$ cat src/rtl/packet_buffer_lane_allocator.sv
// Packet-granular lane allocator: reserves a whole packet's beats in one lane FIFO on its
// first beat, steers the packet's beats to that lane, and drops or truncates bad packets.
package packet_buffer_pkg;
    typedef struct packed {
        logic [15:0] packet_length;
    } packet_header_t;
endpackage

module packet_buffer_lane_allocator
    import packet_buffer_pkg::*;
#(
    parameter int NUM_LANES        = 4,
    parameter int DATA_WIDTH       = 64,
    parameter int FIFO_DEPTH       = 512,
    parameter int MAX_PACKET_BYTES = 1518,
    parameter int SELECT_MODE      = 0,
    parameter int LANE_SEL_WIDTH   = $clog2(NUM_LANES)
) (
    input  logic                                             clk_i,
    input  logic                                             rst_ni,
    input  packet_header_t                                   header_i,
    input  logic                                             input_valid_i,
    input  logic                                             input_last_i,
    output logic                                             input_ready_o,
    input  logic [NUM_LANES-1:0]                             lane_ready_i,
    input  logic [NUM_LANES-1:0]                             output_valid_i,
    input  logic [NUM_LANES-1:0]                             output_ready_i,
    output logic [LANE_SEL_WIDTH-1:0]                        lane_sel_o,
    output logic                                             lane_wr_valid_o,
    output logic                                             drop_o,
    output logic                                             len_err_o,
    output logic [NUM_LANES-1:0][$clog2(FIFO_DEPTH+1)-1:0]   fill_level_o
);
    localparam int LW             = $clog2(FIFO_DEPTH + 1);
    localparam int BYTES_PER_BEAT = DATA_WIDTH / 8;
    localparam logic signed [LW+1:0] ONE = 1;

    typedef enum logic [1:0] {S_IDLE, S_PASS, S_DROP} state_t;

    state_t                          r_state;
    logic [LANE_SEL_WIDTH-1:0]       r_lane_sel;
    logic [LANE_SEL_WIDTH-1:0]       r_rr_ptr;
    logic [LW-1:0]                   r_beats_left;
    logic                            r_drop;
    logic                            r_len_err;
    logic [NUM_LANES-1:0][LW-1:0]    r_level;

    logic [16:0]                     w_len17;
    logic [16:0]                     w_beats;
    logic                            w_bad;
    logic [NUM_LANES-1:0]            w_fit;
    logic                            w_found;
    logic [LANE_SEL_WIDTH-1:0]       w_pick;
    logic                            w_alloc;
    logic                            w_lane_rdy;
    logic                            w_accept;
    logic                            w_refund_en;
    logic [LW-1:0]                   w_refund_amt;
    logic signed [LW+1:0]            w_delta [NUM_LANES];
    logic [NUM_LANES-1:0]            w_underflow;
    logic [NUM_LANES-1:0][LW-1:0]    w_next_level;

    // 17-bit ceiling division so a 0xFFFF length cannot wrap to a small beat count
    assign w_len17 = {1'b0, header_i.packet_length};
    assign w_beats = (w_len17 + 17'(BYTES_PER_BEAT - 1)) / 17'(BYTES_PER_BEAT);
    assign w_bad   = (w_beats == '0) || (w_len17 > 17'(MAX_PACKET_BYTES));

    always_comb begin
        for (int l = 0; l < NUM_LANES; l++) begin
            w_fit[l] = (18'(r_level[l]) + 18'(w_beats)) <= 18'(FIFO_DEPTH);
        end
    end

    always_comb begin
        w_found = 1'b0;
        w_pick  = '0;
        if (SELECT_MODE == 1) begin
            // scan from farthest to nearest so the nearest fitting lane from rr_ptr wins
            for (int k = NUM_LANES - 1; k >= 0; k--) begin
                if (w_fit[(int'(r_rr_ptr) + k) % NUM_LANES]) begin
                    w_found = 1'b1;
                    w_pick  = LANE_SEL_WIDTH'((int'(r_rr_ptr) + k) % NUM_LANES);
                end
            end
        end else begin
            for (int l = 0; l < NUM_LANES; l++) begin
                if (w_fit[l] && (!w_found || (r_level[l] < r_level[w_pick]))) begin
                    w_found = 1'b1;
                    w_pick  = LANE_SEL_WIDTH'(l);
                end
            end
        end
    end

    assign w_lane_rdy      = lane_ready_i[r_lane_sel];
    assign input_ready_o   = (r_state == S_PASS) ? w_lane_rdy : (r_state == S_DROP);
    assign lane_wr_valid_o = (r_state == S_PASS) && input_valid_i && w_lane_rdy;
    assign w_accept        = input_valid_i && input_ready_o;
    assign w_alloc         = (r_state == S_IDLE) && input_valid_i && !w_bad && w_found;
    assign w_refund_en     = (r_state == S_PASS) && w_accept && input_last_i
                             && (r_beats_left > LW'(1));
    assign w_refund_amt    = r_beats_left - LW'(1);

    always_comb begin
        for (int l = 0; l < NUM_LANES; l++) begin
            w_delta[l] = $signed({2'b00, r_level[l]});
            if (w_alloc && (w_pick == LANE_SEL_WIDTH'(l)))
                w_delta[l] = w_delta[l] + $signed({2'b00, w_beats[LW-1:0]});
            if (w_refund_en && (r_lane_sel == LANE_SEL_WIDTH'(l)))
                w_delta[l] = w_delta[l] - $signed({2'b00, w_refund_amt});
            if (output_valid_i[l] && output_ready_i[l])
                w_delta[l] = w_delta[l] - ONE;
            w_underflow[l]  = w_delta[l] < 0;
            w_next_level[l] = w_underflow[l] ? '0 : w_delta[l][LW-1:0];
        end
    end

    always_ff @(posedge clk_i or negedge rst_ni) begin
        if (!rst_ni) begin
            r_state      <= S_IDLE;
            r_lane_sel   <= '0;
            r_rr_ptr     <= '0;
            r_beats_left <= '0;
            r_drop       <= 1'b0;
            r_len_err    <= 1'b0;
            r_level      <= '0;
        end else begin
            r_drop    <= 1'b0;
            r_len_err <= 1'b0;
            r_level   <= w_next_level;
            case (r_state)
                S_IDLE: begin
                    if (input_valid_i) begin
                        if (w_bad) begin
                            r_state <= S_DROP;
                            r_drop  <= 1'b1;
                        end else if (w_found) begin
                            r_state      <= S_PASS;
                            r_lane_sel   <= w_pick;
                            r_beats_left <= w_beats[LW-1:0];
                            if (SELECT_MODE == 1)
                                r_rr_ptr <= (int'(w_pick) == NUM_LANES - 1) ? '0
                                            : w_pick + LANE_SEL_WIDTH'(1);
                        end
                    end
                end
                S_PASS: begin
                    if (w_accept) begin
                        r_beats_left <= r_beats_left - LW'(1);
                        if (input_last_i) begin
                            r_state <= S_IDLE;
                            if (r_beats_left > LW'(1))
                                r_len_err <= 1'b1;
                        end else if (r_beats_left == LW'(1)) begin
                            r_state   <= S_DROP;
                            r_len_err <= 1'b1;
                        end
                    end
                end
                S_DROP: begin
                    if (w_accept && input_last_i)
                        r_state <= S_IDLE;
                end
                default: r_state <= S_IDLE;
            endcase
        end
    end

    always_ff @(posedge clk_i) begin
        if (rst_ni) begin
            for (int l = 0; l < NUM_LANES; l++) begin
                assert (!w_underflow[l]);
            end
        end
    end

    assign lane_sel_o   = r_lane_sel;
    assign drop_o       = r_drop;
    assign len_err_o    = r_len_err;
    assign fill_level_o = r_level;

endmodule
$ cat config.mk
export PLATFORM = sky130hd
export DESIGN_NAME = packet_buffer_lane_allocator
export DESIGN_NICKNAME = d
export VERILOG_FILES = /design/src/rtl/packet_buffer_lane_allocator.sv
export SDC_FILE = /design/constraint.sdc
export NUM_CORES = 1
export LEC_CHECK = 0
export CORE_ASPECT_RATIO = 0.6
export CORE_MARGIN = 8
export CORE_UTILIZATION = 60
export CTS_BUF_LIST = sky130_fd_sc_hd__clkbuf_4 sky130_fd_sc_hd__clkbuf_8
export DETAILED_ROUTE_END_ITERATION = 8
export HOLD_SLACK_MARGIN = 0.06
export PLACE_DENSITY = 0.85
export SYNTH_ARGS = -nofsm -noshare
export SYNTH_HDL_FRONTEND = slang
export SYNTH_SLANG_ARGS = --single-unit
$ cat constraint.sdc
create_clock -name clk_i -period 29.2 [get_ports clk_i]
set_clock_uncertainty 0.15 [all_clocks]
set_input_delay 4.38 -clock clk_i [delete_from_list [all_inputs] [get_ports clk_i]]
set_output_delay 4.38 -clock clk_i [all_outputs]
set_load 0.1 [all_outputs]
# Word-level counts from Yosys, hierarchy flattened

Cells that the tools add are included.

$add $sub $neg: 18
Order comparisons: 16
Eq/ne operators: 16
Mux-type cells: 51
Bitwise operators: 1
Reduce and logical (&&, ||, !) cells: 41

Operators with widths:

| cell                  | count |
|---|---|
| $mux 10               | 10 |
| $mux 12               | 8 |
| $add 10x14->15        | 4 |
| $le 15x10->1 const B  | 4 |
| $lt 12x1->1 const B   | 4 |
| $sub 12x11->12        | 4 |
| $sub 12x2->12 const B | 4 |
| $add 10x10->11        | 4 |
| $mux 11               | 4 |
| $bmux 10 s2           | 2 |
| $lt 10x10->1          | 3 |
| $logic_and 1x1->1     | 25 |
| $pmux 10 s2           | 1 |
| $mux 2                | 9 |
| $add 16x3->17 const B | 1 |
| $logic_not 17->1      | 1 |
| $gt 16x11->1 const B  | 1 |
| $mux 1                | 15 |
| $eq 10x1->1 const B   | 1 |
| $eq 2x2->1 const B    | 5 |
| $gt 10x1->1 const B   | 1 |
| $reduce_and 5->1      | 2 |
| $sub 10x1->10 const B | 1 |
| $lt 2x3->1 const B    | 3 |
| 13 further kinds      | 26 |

Register bits: 56
Output and inout port bits: 46
Logic and storage cells: 152

# Depth between registers and ports, before layout

Gate-level depths: netlist of the first run.

Depth after elaboration: 29
Gate-level depth with buffers: 59
Depth with buffers taken out: 54

# Worst setup path after synthesis of the first run

Ideal clock, no wire load.

Path kind: input -> register
Start: input header_i[0] (netlist bit)
End: register r_level, in the netlist fill_level_o[37]
Setup time: 119 ps
Data arrival time: 15009 ps
Slack: 13922 ps
Cell stages on the path: 58
Buffers on the path: 7
Cell sequence: o311ai_4 nor2_1 nand2_1 xnor2_1 ha_1 buf_2 a21o_1 a311oi_1 a221o_1 o21ai_1 o41a_1 or4_4 buf_6 nand2_1 clkbuf_1 mux2i_1 ha_1 a21o_1 (+22 left out) nor2_1 a21oi_1 ha_1 nor2b_1 o21ai_0 a21oi_1 o21ai_0 a21oi_1 o21ai_0 nand2b_1 a21o_1 a21o_1 xor2_1 mux2i_1 o311a_1 a31o_4 buf_6 o21ba_1

RTL lines:

| what                 | RTL line | source |
|---|---|---|
| from (decl)          | 21       | `input packet_header_t header_i,` |
| to (signal assigned) | 130      | `r_level <= w_next_level;` |
| to (decl)            | 46       | `logic [NUM_LANES-1:0][LW-1:0] r_level;` |

==> results of run 1 <==
-- per-layer routing --
| metal | vias to the layer above | global-route usage |
|---|---|---|
| li1 | 4597 | - |
| met5 | - | 0 |
| met2 | 602 | 0.448 |
| met4 | 0 | 0.0856 |
| met1 | 4646 | 0.464 |
| met3 | 79 | 0.153 |
-- kinds of logic (layout without fill, tap and decap cells) --
kind of cell               Yosys count  in the layout  synth area share
xor gates and xnor gates            87             87            0.0794
adders and majority gates          121            121             0.164
and+or+nand+nor                    447            447             0.251
DFF                                 56             56             0.146
AOI/OAI and AO/OA                  350            350             0.266
muxes                               42             42            0.0490
buffers and inverters               98            155            0.0446
-- power by group through the flow --
stage               Sequential (mW)  Combinational [mW]  Clock, mW
floorplan                     0.293               0.508          0
global placement              0.162               0.852          0
detailed placement            0.161               0.861          0
CTS                           0.159               0.867     0.0528
global route                  0.163               0.959     0.0557
finish                        0.164               0.888     0.0533
-- final cells by class --
cell class                      instances  area [sq um]
Multi-Input combinational cell       1047          7770
Fill cell                            1316          4940
Sequential cell                        56          1400
Timing Repair Buffer                   83           811
Tap cell                              203           254
Inverter                               64           240
Clock buffer                            5          68.8
Clock inverter                          3          25.0
-- worst max-delay path by stage --
stage                                            end  cells past startpoint  slack (ps)
after floorplan           fill_level_o[37]$_DFF_PN0_                     58       13920
after global placement     fill_level_o[5]$_DFF_PN0_                     51       11430
after detailed placement   fill_level_o[3]$_DFF_PN0_                     50       11240
after CTS                  fill_level_o[3]$_DFF_PN0_                     50       11550
after global routing       fill_level_o[0]$_DFF_PN0_                     50       10100
final                      fill_level_o[3]$_DFF_PN0_                     50       11060
-- layout by cell type (no fill, tap or decap), types with 12 or more instances in the layout --
cell	n
and2_1	13
nand4_1	18
nand2_1	105
clkdlybuf4s50_1	76
xor2_1	35
nor4_1	15
nand3_1	31
a31oi_1	13
mux2i_1	22
a21oi_1	66
a211oi_1	16
ha_1	113
nor2_1	95
nor2b_1	23
o21ai_0	71
xnor2_1	52
a21o_1	49
inv_1	63
o21a_1	12
dfrtp_1	56
and3_1	21
mux2_2	15
nor3_1	32
nand2b_1	25
-- flip-flops by register name (all words and copies together), names as in the netlist --
name / flops
fill_level_o: 40
r_beats_left: 10
drop_o: 1
r_state: 2
lane_sel_o: 2
len_err_o: 1
-- worst max-delay path, delay by kind of cell --
family	cells	cell delay, ps
buffers and inverters	2	860
AO/OA/AOI/OAI	25	5730
AND/OR/NAND/NOR	16	4570
XOR/XNOR	2	1060
adder cells (fa/ha/maj)	4	1290
multiplexers	1	320
==> results.yml, run 1 <==
synthesis:
  synth.most_common_cell: "ha_1"
  syn_nets: 1354
  syn_area_sq_um: 9600
  async_flop_share: 1.00
  yosysSeqAreaShare: 0.146
  netlist_instances: 1201
  synth_top_area_share: 0.147
  synth_edf_count: 0
  ys_warn_count: 0
  synthTopCellsByArea: "ha_1 (15%), dfrtp_1 (15%), xnor2_1 (4.7%), nand2_1 (4.1%), a21o_1 (3.8%)"
  avgSynthCellArea_sq_um: 7.99
  synth-seq-cells: 56
  yosys-top-cells-count: "ha_1 (113), nand2_1 (105), nor2_1 (95)"
  synth_flop_cell: "dfrtp_1"
  synth_area_leader_cell: "ha_1"
  ys_types: 110
placed_design:
  place_area_sq_um: 10500
  dp_cells: 1453
  gp_congestion: 1.06
  io_buffers: 77
  dp_hpwl_um: 27000
  place_ws_ps: 11240
route:
  top_layer: "met4"
  drc: 0
  wl_per_cell_um: 23.5
  dr.pass1.iters: 5
  route.met3.wl_um: 5330
  ant_nets: 0
  routed_wl_um: 34400
  viasPerCell: 6.79
  wl_met1_um: 15200
  wl_met2_um: 13100
  drtIter0Drc: 1388
  vias: 9924
sta:
  hold_ws_ps: 426
  fin_crit_sh: 0.621
  fin_crit_ps: 18140
  setup-violations-final: 0
  maxSlewHeadroom: 0.0514
  finalHoldViolCount: 0
  timing.setup.tns_ps: 0
  setup_slack_ps: 11060
  rsz0062_at_grt: "false"
  drv_slew: 0
  timing.fmax_mhz: 55.1
  tightest_slew_ps: 1410
finish:
  fin_util: 0.682
  areaGrowthSynthToFinish_pct: 10.1
  diodes: 0
  stdcell_count: 1461
  layout-drive-gt1-share: 0.0787
  finalInstanceArea_sq_um: 10600
  final_nets: 1410
floorplanning:
  rows: 35
  die_w_um: 179
  die_h_um: 114
  initial_core_util: 0.619
  core_area_sq_um: 15500
  dieArea_sq_um: 20400
  pin_count: 78
critical_path:
  r2r_cells: 47
  max_stage_delay_ps: 930
  end_kind: "register"
  crit_arrival_ps: 18260
  r2r_slack_ps: 16420
  timing.rr.end: "fill_level_o[3]$_DFF_PN0_"
  slowest_stage: "xnor2_1"
  critPathLaunch: "header_i[3]"
  critPathLaunchType: "input pin"
  path_max_fanout: 19
  crit_required_ps: 29310
  critPathKind: "input pin to register"
  r2r_start: "fill_level_o[0]$_DFF_PN0_"
  cpMostUsedCell: "a21o_1"
power_and_ir_drop:
  irDropWorstVdd_mv: 0.0815
  p_leak_nw: 4.60
  finalPower_mw: 1.10
  clkPwrFrac: 0.048
  switchingPower_uw: 675
  p_seq_frac: 0.148
  power.density_nw_per_um2: 105
  netSwitchingFraction: 0.611
  p_int_uw: 430
  combPwrFrac: 0.803
global_routing:
  grt_usage: 0.332
  grt_pass1_wl_um: 52200
  overflow: 0
  grt_max_degree: 57
  antenna_found_initial: 0
  grt_pass1_vias: 9056
clock_network:
  cts_tree: "done"
  clk_path_buf_depth: 2
  clk-insertion-delay-late_ps: 360
  clock_sinks: 56
  cts_root_buf: "clkbuf_8"
  clk_pin_slew_worst_paths_ps: 130
  numCtsBuffers: 5
  htree_levels: 2
  postCtsResizedCells: 0
  post-cts-setup-buffers: 0
  hold_buffers: 0
min_path:
  holdPathEnd: "r_beats_left[9]$_DFFE_PN0P_"
  worstHoldStart: "r_beats_left[9]$_DFFE_PN0P_"
  hold_path_depth: 1
  hp-class: "register to register"
run_status:
  status: "complete, no violations"
job:
  max_cap_violations: 0
(Power assumes the default switching activity.)
==> inputs of run 2 (changes only) <==
==> constraint.sdc (replaced) <==
create_clock -name clk_i -period 17.54 [get_ports clk_i]
set_clock_uncertainty 0.15 [all_clocks]
set_input_delay 2.631 -clock clk_i [delete_from_list [all_inputs] [get_ports clk_i]]
set_output_delay 2.631 -clock clk_i [all_outputs]
set_load 0.1 [all_outputs]
==> run 2 against run 1 <==
Against the previous run:
- critical endpoint is now fill_level_o[6]$_DFF_PN0_
- via count is 0.21% higher
- combinational power is 66% higher
- sequential share of layout area hardly changed
- count of clock-buffer cells in the layout did not move
- worst setup slack worse by 10000 ps
==> results.yml, run 2 (synthesized netlist as in run 1, its figures left out) <==
run_status:
  status: "complete, no violations"
clock_network:
  cts_tree: "done"
  clock_sinks: 56
  htree_levels: 2
  numCtsBuffers: 5
  postCtsResizedCells: 0
  cts_root_buf: "clkbuf_8"
  hold_buffers: 0
  clk_path_buf_depth: 2
  clk_pin_slew_worst_paths_ps: 140
  clk-insertion-delay-late_ps: 360
  post-cts-setup-buffers: 0
critical_path:
  setup.worst_path.end: "fill_level_o[6]$_DFF_PN0_"
  r2r_cells: 47
  critPathKind: "input pin to register"
  timing.rr.end: "fill_level_o[6]$_DFF_PN0_"
  r2r_start: "fill_level_o[0]$_DFF_PN0_"
  critPathLaunch: "header_i[2]"
  path_max_fanout: 19
  crit_required_ps: 17640
  slowest_stage: "xnor2_1"
  crit_arrival_ps: 16860
  end_kind: "register"
  max_stage_delay_ps: 1000
  r2r_slack_ps: 4480
  critPathLaunchType: "input pin"
power_and_ir_drop:
  combPwrFrac: 0.804
  power.density_nw_per_um2: 173
  clkPwrFrac: 0.049
  irDropWorstVdd_mv: 0.140
  p_int_uw: 715
  netSwitchingFraction: 0.609
  p_seq_frac: 0.146
  p_leak_nw: 4.61
  switchingPower_mw: 1.12
finish:
  final_nets: 1412
  largest_reg_flops: 40
  final_common_cell: "ha_1"
  layout-drive-gt1-share: 0.0802
  areaGrowthSynthToFinish_pct: 10.3
  mostFrequentLayoutCells: "ha_1 (113), nand2_1 (105), nor2_1 (95)"
  finalInstanceArea_sq_um: 10600
  diodes: 0
floorplanning:
  die_w_um: 179
  die_h_um: 114
  dieArea_sq_um: 20400
  rows: 35
  initial_core_util: 0.619
  pin_count: 78
  core_area_sq_um: 15500
sta:
  drv_slew: 0
  setup_slack_ps: 783
  timing.setup.tns_ps: 0
  maxSlewHeadroom: 0.0833
  fin_crit_ps: 16760
  fin_crit_sh: 0.955
  timing.fmax_mhz: 59.7
  tightest_slew_ps: 1360
  finalHoldViolCount: 0
  setup-violations-final: 0
  rsz0062_at_grt: "false"
global_routing:
  grt_pass1_vias: 9082
  overflow: 0
  grt_max_degree: 57
  antenna_found_initial: 2
  grt_pass1_wl_um: 52500
  grt_usage: 0.333
placed_design:
  gp_congestion: 1.12
  place_ws_ps: 1070
  dp_hpwl_um: 27300
  io_buffers: 77
  place_area_sq_um: 10500
route:
  ant_nets: 0
  dr.pass1.iters: 9
  wl_per_cell_um: 23.5
  routed_wl_um: 34400
  drtIter0Drc: 1368
  drc: 0
  vias: 9945
  viasPerCell: 6.80
min_path:
  worstHoldStart: "r_beats_left[8]$_DFFE_PN0P_"
  hp-class: "register to register"
  hold_path_depth: 1
job:
  max_cap_violations: 0
## run 2: worst min path at each step
stage                                        endpoint  slack [ps]
after floorplan           r_beats_left[8]$_DFFE_PN0P_         360
after global placement    r_beats_left[8]$_DFFE_PN0P_         390
after detailed placement  r_beats_left[8]$_DFFE_PN0P_         390
after CTS                 r_beats_left[8]$_DFFE_PN0P_         420
after global routing      r_beats_left[8]$_DFFE_PN0P_         440
final                     r_beats_left[8]$_DFFE_PN0P_         430
## run 2: worst max-delay path, delay by kind of cell
family                     cells  cell delay, ps
buffers and inverters          4            1370
xor gates and xnor gates       2            1130
adders and majority gates      5            1830
AOI/OAI and AO/OA             19            4550
muxes                          1             340
and+or+nand+nor               19            4960
## run 2: metrics by stage
step | utilization | cells | hold slack [ps] | total power, mW
floorplan | - | 1201 | 365 | 1.33
detailed placement | 0.677 | 1455 | 386 | 1.70
global route | 0.683 | 1463 | 441 | 1.95
finish | 0.683 | 1463 | 425 | 1.83
global placement | 0.677 | 1455 | 386 | 1.67
CTS | 0.683 | 1463 | 416 | 1.79
## run 2: cell type report
type	count	area (sq um)
fill	1322	4920
clock buffer	5	68.8
clock inverter	3	27.5
timing repair buffer	85	826
multi-input combinational	1047	7770
tap	203	254
inverter	64	240
sequential	56	1400
## run 2: power groups by stage
stage	registers, mW	logic (mW)	clock network, mW
2_1_floorplan	0.487	0.845	0
3_3_place_gp	0.263	1.41	0
3_5_place_dp	0.263	1.43	0
4_1_cts	0.261	1.44	0.0892
5_1_grt	0.269	1.58	0.0941
6_report	0.268	1.47	0.0904
## run 2: routing by layer
metal / GRT usage / part of all wire / wire length (um)
met1: 0.464 / 0.44 / 15200
met4: 0.0856 / 0.026 / 884
met2: 0.441 / 0.37 / 12900
met5: 0 / 0.00067 / 23
met3: 0.162 / 0.16 / 5430
